===== src/rtl/sw_debounce_if.sv =====
// ----------------------------------------------------------------------------
// sw_debounce_if
// Bundles the raw switch levels and the conditioned switch outputs that pass
// between the board switches and the debouncer.
//
// Signals:
//   sw        raw, asynchronous switch levels (driven by the board/master side)
//   sw_clean  debounced switch levels
//   sw_rise   per-bit one-cycle pulse on a clean 0->1 change
//   sw_fall   per-bit one-cycle pulse on a clean 1->0 change
//   changed   one-cycle pulse when any clean bit changed
//
// Modports:
//   master  board side: drives sw, observes the conditioned outputs
//   slave   debouncer side: reads sw, drives the conditioned outputs
// ----------------------------------------------------------------------------
interface sw_debounce_if #(
  parameter int WIDTH = 8
);
  logic [WIDTH-1:0] sw;
  logic [WIDTH-1:0] sw_clean;
  logic [WIDTH-1:0] sw_rise;
  logic [WIDTH-1:0] sw_fall;
  logic             changed;

  modport master (
    output sw,
    input  sw_clean,
    input  sw_rise,
    input  sw_fall,
    input  changed
  );

  modport slave (
    input  sw,
    output sw_clean,
    output sw_rise,
    output sw_fall,
    output changed
  );
endinterface


===== src/rtl/sw_debounce.sv =====
// ----------------------------------------------------------------------------
// sw_debounce
// Synchronises each raw slide-switch bit into the clk domain and debounces it
// independently. A clean bit only flips after its synchronised level has
// differed from the clean value for STABLE_CYCLES consecutive cycles; any
// bounce back earlier discards the progress. Rise/fall strobes and the
// aggregate 'changed' pulse are registered and aligned with the clean update.
//
// Parameters:
//   WIDTH          number of switch bits conditioned
//   STABLE_CYCLES  qualification length in clock cycles (>= 1)
//
// Ports:
//   clk    system clock, rising edge
//   rst_n  asynchronous active-low reset (deassertion synchronised upstream)
//   bus    sw_debounce_if slave modport: sw in; sw_clean, sw_rise, sw_fall,
//          changed out (all outputs registered, no path from sw)
// ----------------------------------------------------------------------------
module sw_debounce #(
  parameter int WIDTH         = 8,
  parameter int STABLE_CYCLES = 100000
) (
  input  logic          clk,
  input  logic          rst_n,
  sw_debounce_if.slave  bus
);

  // Counter holds 0 .. STABLE_CYCLES-1, so this width never lets it wrap.
  localparam int CW = (STABLE_CYCLES > 1) ? $clog2(STABLE_CYCLES + 1) : 1;
  localparam logic [CW-1:0] LAST_CNT = CW'(STABLE_CYCLES - 1);

  logic [WIDTH-1:0]         s1_r;
  logic [WIDTH-1:0]         s2_r;
  logic [WIDTH-1:0][CW-1:0] cnt_r;
  logic [WIDTH-1:0]         clean_r;
  logic [WIDTH-1:0]         rise_r;
  logic [WIDTH-1:0]         fall_r;
  logic                     changed_r;

  logic [WIDTH-1:0][CW-1:0] cnt_next_s;
  logic [WIDTH-1:0]         clean_next_s;
  logic [WIDTH-1:0]         rise_next_s;
  logic [WIDTH-1:0]         fall_next_s;

  // Per-bit qualification: reset progress on agreement, flip on the last count.
  always_comb begin
    cnt_next_s   = cnt_r;
    clean_next_s = clean_r;
    rise_next_s  = '0;
    fall_next_s  = '0;
    for (int i = 0; i < WIDTH; i++) begin
      if (s2_r[i] == clean_r[i]) begin
        cnt_next_s[i] = '0;
      end else if (cnt_r[i] == LAST_CNT) begin
        clean_next_s[i] = s2_r[i];
        cnt_next_s[i]   = '0;
        if (s2_r[i]) begin
          rise_next_s[i] = 1'b1;
        end else begin
          fall_next_s[i] = 1'b1;
        end
      end else begin
        cnt_next_s[i] = cnt_r[i] + CW'(1);
      end
    end
  end

  // Two-flop synchroniser plus registered debounce state and strobes.
  always_ff @(posedge clk or negedge rst_n) begin
    if (!rst_n) begin
      s1_r      <= '0;
      s2_r      <= '0;
      cnt_r     <= '0;
      clean_r   <= '0;
      rise_r    <= '0;
      fall_r    <= '0;
      changed_r <= 1'b0;
    end else begin
      s1_r      <= bus.sw;
      s2_r      <= s1_r;
      cnt_r     <= cnt_next_s;
      clean_r   <= clean_next_s;
      rise_r    <= rise_next_s;
      fall_r    <= fall_next_s;
      // Built from the next-state strobes so it lands in the same cycle.
      changed_r <= |(rise_next_s | fall_next_s);
    end
  end

  assign bus.sw_clean = clean_r;
  assign bus.sw_rise  = rise_r;
  assign bus.sw_fall  = fall_r;
  assign bus.changed  = changed_r;

endmodule


===== src/flat_wrapper.sv =====
// flat-port wrapper written by rule: the top's interface ports become plain ports
module sw_debounce_flat 
#(
  parameter int WIDTH         = 8,
  parameter int STABLE_CYCLES = 100000
)
  (clk, rst_n, bus_sw, bus_sw_clean, bus_sw_rise, bus_sw_fall, bus_changed);
  sw_debounce_if #(.WIDTH(WIDTH)) bus_i ();
  input  logic clk;
  input  logic rst_n;
  input wire logic [$bits(bus_i.sw)-1:0] bus_sw;
  output wire logic [$bits(bus_i.sw_clean)-1:0] bus_sw_clean;
  output wire logic [$bits(bus_i.sw_rise)-1:0] bus_sw_rise;
  output wire logic [$bits(bus_i.sw_fall)-1:0] bus_sw_fall;
  output wire logic [$bits(bus_i.changed)-1:0] bus_changed;
  assign bus_i.sw = bus_sw;
  assign bus_sw_clean = bus_i.sw_clean;
  assign bus_sw_rise = bus_i.sw_rise;
  assign bus_sw_fall = bus_i.sw_fall;
  assign bus_changed = bus_i.changed;
  sw_debounce #(.WIDTH(WIDTH), .STABLE_CYCLES(STABLE_CYCLES)) u_core (.clk(clk), .rst_n(rst_n), .bus(bus_i));
endmodule

===== config.mk =====
export PLATFORM = sky130hd
export DESIGN_NAME = sw_debounce_flat
export DESIGN_NICKNAME = d
export VERILOG_FILES = /design/src/rtl/sw_debounce_if.sv /design/src/rtl/sw_debounce.sv /design/src/flat_wrapper.sv
export SDC_FILE = /design/constraint.sdc
export NUM_CORES = 1
export LEC_CHECK = 0
export BUFFER_PORTS_ARGS = -buffer_cell sky130_fd_sc_hd__buf_2
export CORE_ASPECT_RATIO = 1.5
export CORE_MARGIN = 2
export CORE_UTILIZATION = 59
export CTS_CLUSTER_SIZE = 30
export DETAILED_ROUTE_END_ITERATION = 16
export GPL_TIMING_DRIVEN = 0
export MAX_ROUTING_LAYER = met4
export PLACE_DENSITY_LB_ADDON = 0.12
export SETUP_SLACK_MARGIN = 0.1
export SLEW_MARGIN = 30
export SYNTH_ARGS = -nofsm -noshare
export SYNTH_HDL_FRONTEND = slang
export SYNTH_SLANG_ARGS = --single-unit

===== constraint.sdc =====
create_clock -name clk -period 4.9 [get_ports clk]
set_clock_uncertainty 0.2 [all_clocks]
set_input_delay 0.98 -clock clk [delete_from_list [all_inputs] [get_ports clk]]
set_output_delay 0.98 -clock clk [all_outputs]
set_load 0.02 [all_outputs]

== After elaboration in Yosys (flattened, before gate mapping) ==
Index checks and enable logic that the tools add are counted.

* Word-level logic and storage cells: 127
* Output and inout bits: 25
* RAM bits: 0
* Register bits after elaboration: 177
* Input bits: 10
* Bits in read-only memories: 0
* Latch bits: 0
* Memories kept: 0

* Magnitude comparators: 0
* Add/sub/neg operators: 8
* Reduce and logical (&&, ||, !) cells: 9
* Multipliers: 0
* Shifts and indexed selects: 0
* Div/mod/pow operators: 0
* Equality and inequality tests: 16
* Mux-type cells: 64
* Bitwise logic cells: 9

{| class="wikitable"
|+ Operator list
! cell !! count
|-
| $mux 17 || 16
|-
| $add 17x1->17 const B || 8
|-
| $eq 17x17->1 const B || 8
|-
| $mux 1 || 48
|-
| $reduce_and 2->1 || 8
|-
| $eq 1x1->1 || 8
|-
| $not 1->1 || 8
|-
| $or 8x8->8 || 1
|-
| $reduce_or 8->1 || 1
|}

== Longest topological paths before layout ==
Gate-level depths: netlist of run 1.

* Depth after elaboration: 5
* Depth in mapped cells: 7
* Gate-level depth less buffers: 6

== Worst setup path after synthesis of run 1 ==
OpenSTA, ideal clock, no wires.

* Path type: reg2reg
* Start point: register u_core.cnt_r[68] (netlist name)
* End point: register u_core.changed_r, in the netlist u_core.bus.changed
* Cell stages (with the launch flop): 7
* Setup time: 0.131 ns
* Data arrival time: 1.556 ns
* Clock period less this slack: 1.887 ns
* Buffers on the path: 0
* Required time: 4.569 ns
* Setup slack: 3.013 ns
* Cells stage by stage: dfrtp_1 ha_1 and4_1 nand4_2 o22a_1 o221ai_1 or3_1

* Longest elaborated chain between the ends: 5
* Elaborated cells between the ends (all ways): 7
* Classes of those cells: eq/ne: 1; mux: 4; bitwise: 1; reduce/logical: 1

{| class="wikitable"
|+ RTL lines
! element !! RTL line !! source
|-
| from (decl) || sw_debounce.sv:34 || <nowiki>logic [WIDTH-1:0][CW-1:0] cnt_r;</nowiki>
|-
| from (signal assigned) || sw_debounce.sv:81 || <nowiki>cnt_r <= cnt_next_s;</nowiki>
|-
| $eq 17x17->1 * || sw_debounce.sv:54 || <nowiki>end else if (cnt_r[i] == LAST_CNT) begin</nowiki>
|-
| $mux 1 || sw_debounce.sv:54 ||
|-
| $mux 1 || sw_debounce.sv:52 || <nowiki>if (s2_r[i] == clean_r[i]) begin</nowiki>
|-
| $or 8x8->8 * || sw_debounce.sv:86 || <nowiki>changed_r <= |(rise_next_s | fall_next_s);</nowiki>
|-
| $reduce_or 8->1 * || sw_debounce.sv:86 ||
|-
| to (signal assigned) || sw_debounce.sv:86 ||
|-
| to (decl) || sw_debounce.sv:38 || <nowiki>logic changed_r;</nowiki>
|}

Mark *: on every way between the ends. The rest lies on a longest branch, timed or not.
A chain may end at the register's enable or synchronous reset.

== Worst setup path in the final report of run 1 ==
* Start point: register u_core.clean_r[2], in the netlist u_core.bus.sw_clean[2]
* End point: output port bus_sw_clean[2]

{| class="wikitable"
|+ RTL lines
! element !! RTL line !! source
|-
| from (decl) || sw_debounce.sv:35 || <nowiki>logic [WIDTH-1:0] clean_r;</nowiki>
|-
| from (signal assigned) || sw_debounce.sv:82 || <nowiki>clean_r <= clean_next_s;</nowiki>
|-
| to (decl) || flat_wrapper.sv:12 || <nowiki>output wire logic [$bits(bus_i.sw_clean)-1:0] bus_sw_clean;</nowiki>
|}

No word-level cell between the ends.

==> reports/metrics.cfg, run 1 <==
[sta]
final.min_clock_period_ns = 2.20
hold_slack_ns = 0.148
max_slew_margin = 0.639
setup_viol = 0
slew_viol_final = 0
hold_viol_final = 0
worst-slew-pin-transition_ns = 0.537
timing.setup.tns_ns = 0
rsz0062_at_grt = false
fmax_mhz = 454
fin_crit_sh = 0.449

[logic_synthesis]
ys_top_cells_by_count = dfrtp_1, nor2_1, xor2_1
postSynth.asyncResetShare = 1.00
synth-compound-area-share = 0.00634
synth-seq-cells = 177
synth_warnings = 0
synth_nets = 758
avgSynthCellArea_sq_um = 10.7
synth_xor_area_frac = 0.140
syn-instance-count = 740
synth_cell_types = 34
synth_top_area_cell = dfrtp_1
synth.area.top_cells = dfrtp_1, xor2_1, nor2_1
synth_top_area_frac = 0.561
synth_edf_count = 0
synthSimpleGateAreaFrac = 0.254
synth_fa_ha_area_frac = 0.0127
synth_flop_cell = dfrtp_1
synth.most_common_cell = dfrtp_1
synthMuxAreaShare = 0.0114
synth_top_family_by_area = simple AND/OR/NAND/NOR gates
synth_seq_area_share = 0.561
syn_area_sq_mm = 0.00789

[finish]
syn2layout_area_growth_pct = 13.1
finalNetCount = 813
drive_gt1_frac = 0.134

[clocking]
cts_tree = done
htree_levels = 4
cts.path.max_buffers = 2
path_clk_slew_ns = 0.06
cts_root_buf = clkbuf_16
post_cts_buffers = 0
clock_latency_ns = 0.43
ctsResizeCount = 0
postCtsHoldBufs = 0
clock_sinks = 177
numCtsBuffers = 17

[critical_path]
worst-path-max-fanout = 5
r2r_start = u_core.cnt_r[17]
worstPathCellList = buf_2
r2r_end = u_core.cnt_r[25]
cp_num_buf_inv = 1
critPathSlowestCell = dfrtp_1
critical_path_class = flop to primary output
start_kind = flop
arrival_ns = 1.02
reg2reg_slack_ns = 2.72
cp_slowest_stage_delay_ns = 0.41
endpoint_kind = primary output
reg2reg_depth = 7
cp_top_family = flip-flops
worst_ep_required_time_ns = 3.72

[routing]
drt_pass1_iterations = 4
drc = 0
vias = 5335
routed_wl_mm = 13.7
wire_per_inst_um = 14.2
first_iter_violations = 217
viasPerCell = 5.51
ant_nets = 0

[global_route]
antenna_found_initial = 1
grt_pass1_vias = 5441
grt_usage = 0.215
grt_start_max_net_pins = 74
grt_pass1_wl_mm = 24.9
grt_overflow = 0

[placement]
gp_congestion = 0.828
hpwl_mm = 9.49
portBuffers = 34

[min_path]
hold_class = flop to flop
hp-start = u_core.s1_r[1]
worst_hold_path.endpoint = u_core.s2_r[1]
whs_path_depth = 0

[power_and_ir_drop]
p_per_area_mw_per_mm2 = 331
sequentialPowerShare = 0.510
power_leakage_uw = 0.00400
p_int_uw = 2310
swShare = 0.218
clkPwrFrac = 0.458
finalPower_uw = 2950
peakVddDrop_v = 0.000193
comb_power_share = 0.032
power.switching_uw = 645

[job]
max_cap_viol_count = 0

[floorplan]
num_rows = 51
start_util = 0.606
core-area_sq_mm = 0.0130
fp.dieH_um = 146
die_w_um = 98.4
boundaryPins = 35
die_area_sq_mm = 0.0143

[outcome]
status = finished clean

==> worst max-delay path by stage <==
stage               depth (start not counted)                  to  slack [ns]              startpoint
floorplan                                   6  u_core.bus.changed        3.01        u_core.cnt_r[68]
global placement                            1    u_core.cnt_r[42]        0.03                   rst_n
detailed placement                          7    u_core.cnt_r[25]        2.71        u_core.cnt_r[17]
CTS                                         1     bus_sw_clean[1]        2.68  u_core.bus.sw_clean[1]
global route                                7    u_core.cnt_r[25]        2.50        u_core.cnt_r[17]
finish                                      1     bus_sw_clean[2]        2.70  u_core.bus.sw_clean[2]
==> through the flow <==
step                cells  setup WS (ns)  utilization  instance area [sq um]
floorplan             740           3.01            -                   7890
global placement      933         0.0273        0.634                   8260
detailed placement    935           2.71        0.639                   8320
CTS                   967           2.68        0.685                   8920
global route          968           2.50        0.685                   8920
finish                968           2.70        0.685                   8920
==> sequential cells by signal, indices dropped and copies added, names as in the netlist <==
register,cells
u_core.bus.changed,1
u_core.bus.sw_clean,8
u_core.bus.sw_fall,8
u_core.bus.sw_rise,8
u_core.cnt_r,136
u_core.s1_r,8
u_core.s2_r,8
==> per-layer routing <==
metal / global-route usage / vias to the layer above / part of all wire
met2: 0.349 / 92 / 0.51
met3: 0.0423 / 13 / 0.034
met5: - / - / 0
met1: 0.276 / 2622 / 0.44
li1: - / 2608 / -
met4: 0.0623 / 0 / 0.013
==> placed cells by master (no fill, tap or decap), types with 15 or more instances in the layout <==
cell type | synthesis | final
buf_2 | 4 | 37
clkbuf_16 | 0 | 17
dfrtp_1 | 177 | 177
inv_1 | 15 | 15
nand2_1 | 61 | 61
nand3_1 | 29 | 29
nand4_1 | 43 | 43
nor2_1 | 158 | 158
nor3_1 | 19 | 19
nor3b_1 | 16 | 16
xnor2_1 | 55 | 55
xor2_1 | 71 | 71
==> power groups by stage <==
| stage | Combinational, uW | Clock, uW | Sequential (uW) |
|---|---|---|---|
| floorplan | 46.9 | 0 | 1530 |
| global placement | 88.6 | 0 | 1530 |
| detailed placement | 98.8 | 0 | 1530 |
| CTS | 99.6 | 1380 | 1510 |
| global route | 111 | 1440 | 1510 |
| finish | 95.2 | 1350 | 1510 |
==> cells by family after synthesis <==
family / Yosys count
flops: 177
compound gates: 8
fa+ha+maj: 8
mux: 8
xor+xnor: 126
buf+inv: 24
simple gates: 389
==> area by class of cell <==
cell class | count | area (sq um)
inverters | 15 | 56.3
repair buffers | 36 | 235
multi-input cells | 539 | 3350
fillers | 962 | 4100
plain buffers | 9 | 57.6
clock buffers | 20 | 467
well taps | 159 | 199
flip-flops and latches | 177 | 4430
diodes | 1 | 2.50
clock inverters | 12 | 129
No activity file was read; power rests on OpenSTA's default activity.
==> run 2: changes to the inputs <==
Clock period 4.9 ns to 2.1 ns, I/O delays scaled along.
==> run 2 against run 1 <==
Compared with the run above:
- via count rose by 2.8%
- worst hold slack barely moved
- cell count rose by 3.2%
- critical path depth rose by 6
- combinational power rose to 2.6 times the previous value
- largest cell class unchanged
- largest power group unchanged
==> reports/metrics.cfg, run 2 (synthesis gave the netlist of run 1 again) <==
[min_path]
whs_path_depth = 0  ; unchanged
hold_class = flop to flop

[global_route]
grt_pass1_vias = 5566  ; +2.3%
grt_start_max_net_pins = 74  ; unchanged
antenna_found_initial = 0  ; -1
grt_pass1_wl_mm = 25.2  ; +1.3%
grt_overflow = 0  ; unchanged
grt_usage = 0.218  ; +0.00308

[floorplan]
die_area_sq_mm = 0.0143  ; unchanged
die_w_um = 98.4  ; unchanged
start_util = 0.606  ; unchanged
boundaryPins = 35  ; unchanged
fp.dieH_um = 146  ; unchanged
core-area_sq_mm = 0.0130  ; unchanged
num_rows = 51  ; unchanged

[placement]
gp_congestion = 0.828  ; unchanged
hpwl_mm = 9.49  ; unchanged
placed_area_sq_mm = 0.00832  ; unchanged
portBuffers = 34  ; unchanged

[routing]
drt_pass1_iterations = 5  ; +1
viasPerCell = 5.49  ; -0.40%
wire_per_inst_um = 14.2  ; about the same
first_iter_violations = 227  ; +4.6%
routed_wl_mm = 14.2  ; +3.3%
drc = 0  ; unchanged
ant_nets = 0  ; unchanged
vias = 5484  ; +2.8%

[clocking]
path_clk_slew_ns = 0.06  ; about the same
cts_root_buf = clkbuf_16
clock_latency_ns = 0.42  ; about the same
clock_sinks = 177  ; unchanged
cts.path.max_buffers = 2  ; unchanged
cts_tree = done
numCtsBuffers = 17  ; unchanged
htree_levels = 4  ; unchanged

[finish]
final_cell_area_sq_mm = 0.00931  ; +4.3%
final_common_cell = dfrtp_1
antenna_cells = 0  ; -1
syn2layout_area_growth_pct = 18.0
finalNetCount = 845  ; +3.9%
drive_gt1_frac = 0.183  ; +0.0497
multiInputGateArea_sq_mm = 0.00347  ; +3.6%
largest_reg_flops = 136  ; unchanged
regMostFlops = u_core.cnt_r
regArea_sq_mm = 0.00443  ; unchanged
fillers = 931  ; -3.2%
final_cell_mix = dfrtp_1, nor2_1, xor2_1, nand2_1, xnor2_1

[sta]
hold_slack_ns = 0.148  ; +0.000197 ns
hold_viol_final = 0  ; unchanged
setup_viol = 0  ; unchanged
final.min_clock_period_ns = 1.94
slew_viol_final = 0  ; unchanged
max_slew_margin = 0.655  ; +0.0154
rsz0062_at_grt = false
fin_crit_sh = 0.923
worst-slew-pin-transition_ns = 0.514  ; -0.0230 ns
timing.setup.tns_ns = 0  ; unchanged
fmax_mhz = 516

[critical_path]
start_kind = flop
reg2reg_depth = 7  ; unchanged
worst-path-max-fanout = 4  ; -1
endpoint_kind = flop
worst_ep_required_time_ns = 2.20  ; -1.52 ns
critical_path_class = flop to flop
arrival_ns = 2.04  ; +1.02 ns

[outcome]
status = finished clean

[power_and_ir_drop]
power_leakage_uw = 0.00415  ; +3.8%
finalPower_uw = 6930  ; +130%
peakVddDrop_v = 0.000446  ; +130%
p_per_area_mw_per_mm2 = 744  ; +120%

[job]
max_cap_viol_count = 0  ; unchanged

## run 2: changes by cell type in the layout (fill, tap and decap cells not counted), sizes merged
cell / delta
dlygate4sd3: +9
buf: +22
diode: -1
clkbuf: +1
## run 2: final timing paths
path | from | to | slack, ns
setup / recovery | u_core.cnt_r[17] | u_core.bus.sw_clean[1] | 0.16
hold / removal | u_core.s1_r[1] | u_core.s2_r[1] | 0.15
setup reg to reg | u_core.cnt_r[17] | u_core.bus.sw_clean[1] | 0.16
hold reg to reg | u_core.s1_r[1] | u_core.s2_r[1] | 0.15
max in group asynchronous | rst_n | u_core.cnt_r[112] | 0.45
min in group asynchronous | rst_n | u_core.cnt_r[79] | 0.28
## run 2: worst max-delay path, cell delays in order, from the launching register on
cell     delay, ns
dfrtp_1       0.41
ha_1          0.23
nand3_2       0.13
nor2_2        0.17
nand4_1       0.11
buf_4         0.18
buf_4         0.14
mux2_2        0.26
## run 2: repair_timing
| action | CTS | global route |
|---|---|---|
| setup buffers | 4 | 19 |
| hold endpoints to repair | 52 | 0 |
| pin swaps | 4 | 13 |
| endpoints found under the setup margin | 61 | 90 |
| gates cloned | 0 | 0 |
| resized for setup | 12 | 19 |
| hold buffers | 9 | 0 |
## run 2: final cells by class
cell class | count | area share
Buffer | 9 | 0.00686
Clock inverter | 12 | 0.0138
Timing Repair Buffer | 68 | 0.0535
Sequential cell | 177 | 0.476
Tap cell | 159 | 0.0214
Multi-Input combinational cell | 539 | 0.372
Inverter | 15 | 0.00605
Clock buffer | 20 | 0.0501
## run 2: layer usage
metal,up-vias,share of wire,track usage
met5,-,0,-
met4,0,0.014,0.0644
met3,16,0.027,0.0408
met2,74,0.52,0.360
met1,2717,0.44,0.275
li1,2677,-,-
## run 2: where the power goes
part | internal (uW) | total, uW | switching, uW
clock | 1850 | 3150 | 1300
sequential | 3460 | 3520 | 56.7
combinational | 97.1 | 252 | 155
## run 2: metrics by stage
stage / setup slack, ns / cells / util
floorplan: 0.213 / 740 / -
global placement: -2.21 / 933 / 0.634
detailed placement: -0.0850 / 935 / 0.639
CTS: 0.0223 / 980 / 0.698
global route: 0.0591 / 999 / 0.715
finish: 0.162 / 999 / 0.715
==> run 3: changes to the inputs <==
Settings changed: CORE_UTILIZATION 59 to 30.
==> run 3 against run 2 <==
Compared with the run above:
- cell count is 17% higher
- via count is 0.71% lower
- largest power group unchanged
- sequential share of layout area decreased by 0.88 points
- utilization fell by 35 points
- total power down 0.89%
==> reports/metrics.cfg, run 3 (synthesis gave the netlist of run 1 again) <==
[sta]
slew_viol_final = 0  ; unchanged
max_slew_margin = 0.602  ; -0.0533
hold_viol_final = 0  ; unchanged
fmax_mhz = 507  ; -1.6%
fin_crit_sh = 0.938  ; +0.0155
final.min_clock_period_ns = 1.97  ; +0.0325 ns
worst-slew-pin-transition_ns = 0.593  ; +0.0793 ns
setup_viol = 0  ; unchanged
rsz0062_at_grt = true

[power_and_ir_drop]
peakVddDrop_v = 0.000518  ; +16%
p_per_area_mw_per_mm2 = 724  ; -2.7%
power_leakage_uw = 0.00409  ; -1.4%

[critical_path]
arrival_ns = 2.08  ; +0.04 ns
worstPathCellList = ha_2 > and4_4 > nand4_4 > o22a_1 > o221ai_2 > or3_4
endpoint_kind = flop
r2r_start = u_core.cnt_r[68]
startpoint = u_core.cnt_r[68]
worst_ep_required_time_ns = 2.21  ; about the same
worst-path-max-fanout = 4  ; unchanged
cp_top_family = simple AND/OR/NAND/NOR gates
critPathSlowestCell = or3_4
reg2reg_slack_ns = 0.13  ; -0.03 ns
cp_num_buf_inv = 0  ; -2
cp_slowest_stage_delay_ns = 0.41  ; about the same
start_kind = flop
critical_path_class = flop to flop

[outcome]
status = finished clean

[floorplan]
fp.dieH_um = 203  ; +39%
num_rows = 72  ; +41%
start_util = 0.305  ; -0.301
boundaryPins = 35  ; unchanged
die_area_sq_mm = 0.0276  ; +93%
die_w_um = 136  ; +39%
core-area_sq_mm = 0.0259  ; +99%

[clocking]
numCtsBuffers = 17  ; unchanged
path_clk_slew_ns = 0.07  ; about the same
cts.path.max_buffers = 2  ; unchanged
cts_tree = done
clock_latency_ns = 0.43  ; about the same
cts_root_buf = clkbuf_16
htree_levels = 4  ; unchanged
clock_sinks = 177  ; unchanged

[global_route]
grt_usage = 0.125  ; -0.0926
grt_pass1_vias = 5742  ; +3.2%
grt_pass1_wl_mm = 26.9  ; +6.5%
grt_overflow = 0  ; unchanged
antenna_found_initial = 0  ; unchanged
grt_start_max_net_pins = 68  ; -8.1%

[routing]
viasPerCell = 4.67  ; -15%
drt_pass1_iterations = 4  ; -1
drc = 0  ; unchanged
routed_wl_mm = 15.9  ; +12%
wire_per_inst_um = 13.6  ; -4.0%
ant_nets = 0  ; unchanged
first_iter_violations = 183  ; -19%
vias = 5445  ; -0.71%

[finish]
syn2layout_area_growth_pct = 20.2
finalNetCount = 839  ; -0.71%
utilization = 0.367  ; -0.348
regMostFlops = u_core.cnt_r
fin_cells = 1167  ; +17%
final_common_cell = dfrtp_1
final_cell_area_sq_mm = 0.00948  ; +1.9%
final_cell_mix = dfrtp_1, nor2_1, xor2_1, xnor2_1, nand2_1
drive_gt1_frac = 0.186  ; +0.00252
largest_reg_flops = 136  ; unchanged
antenna_cells = 0  ; unchanged

[min_path]
hold_class = flop to flop
hp-start = u_core.s1_r[2]

[placement]
hpwl_mm = 10.8  ; +13%
dp_cells = 1109  ; +19%
portBuffers = 34  ; unchanged
gp_congestion = 0.797  ; -3.8%
placed_area_sq_mm = 0.00854  ; +2.6%

[job]
max_cap_viol_count = 0  ; unchanged

[run 3: cell types whose count changed in the layout (fill, tap and decap cells not counted), sizes merged]
cell,delta
buf,-6
clkinvlp,+3
clkinv,-2
bufinv,-1
clkbuf,-1
inv,+1
[run 3: cell type report]
cell class | instances | area [sq um]
fill | 2560 | 16400
sequential | 177 | 4430
multi-input combinational | 539 | 3490
timing repair buffer | 62 | 457
clock buffer | 19 | 443
tap | 333 | 417
clock inverter | 13 | 128
buffer | 9 | 63.8
inverter | 15 | 56.3
[run 3: worst register-to-register path, stage by stage, from the launching register on]
cell and delay (ns):
dfrtp_1 0.40, ha_2 0.22, and4_4 0.21, nand4_4 0.12, o22a_1 0.16, o221ai_2 0.13
or3_4 0.41
[run 3: path summary, 6_finish.rpt]
| path | to | cells after the start |
|---|---|---|
| worst max-delay path | u_core.bus.changed | 6 |
| worst min-delay path | u_core.s2_r[2] | 0 |
| worst max register to register | u_core.bus.changed | 6 |
| worst min register to register | u_core.s2_r[2] | 0 |
| max in group asynchronous | u_core.cnt_r[63] | 3 |
| min in group asynchronous | u_core.bus.sw_fall[4] | 2 |
[run 3: per-stage QoR]
step / hold WS [ns] / TNS [ns] / worst slack (ns) / total power [uW]
floorplan: -0.0756 / 0 / 0.213 / 3680
global placement: 0.132 / -430.83 / -2.45 / 3790
detailed placement: 0.136 / -1.73 / -0.151 / 3810
CTS: 0.152 / -0.0471 / -0.0471 / 6990
global route: 0.162 / 0 / 0.0663 / 7200
finish: 0.150 / 0 / 0.129 / 6860
[run 3: where the power goes]
group | switching (uW) | internal [uW]
logic | 162 | 100
clock network | 1400 | 1690
registers | 54.5 | 3460
total | 1620 | 5250
[run 3: repair_timing]
item | CTS | global route
resized for setup | 11 | 29
hold buffers | 9 | 0
buffers inserted | 6 | 11
endpoints found under the setup margin | 71 | 87
pin swaps | 5 | 10
hold endpoints to repair | 63 | 0
[run 3: per-layer routing]
metal | wire length [um] | part of all wire | track usage
met2 | 8230 | 0.52 | 0.213
met5 | 0 | 0 | -
met1 | 7000 | 0.44 | 0.143
met4 | 250 | 0.016 | 0.0476
met3 | 415 | 0.026 | 0.0277
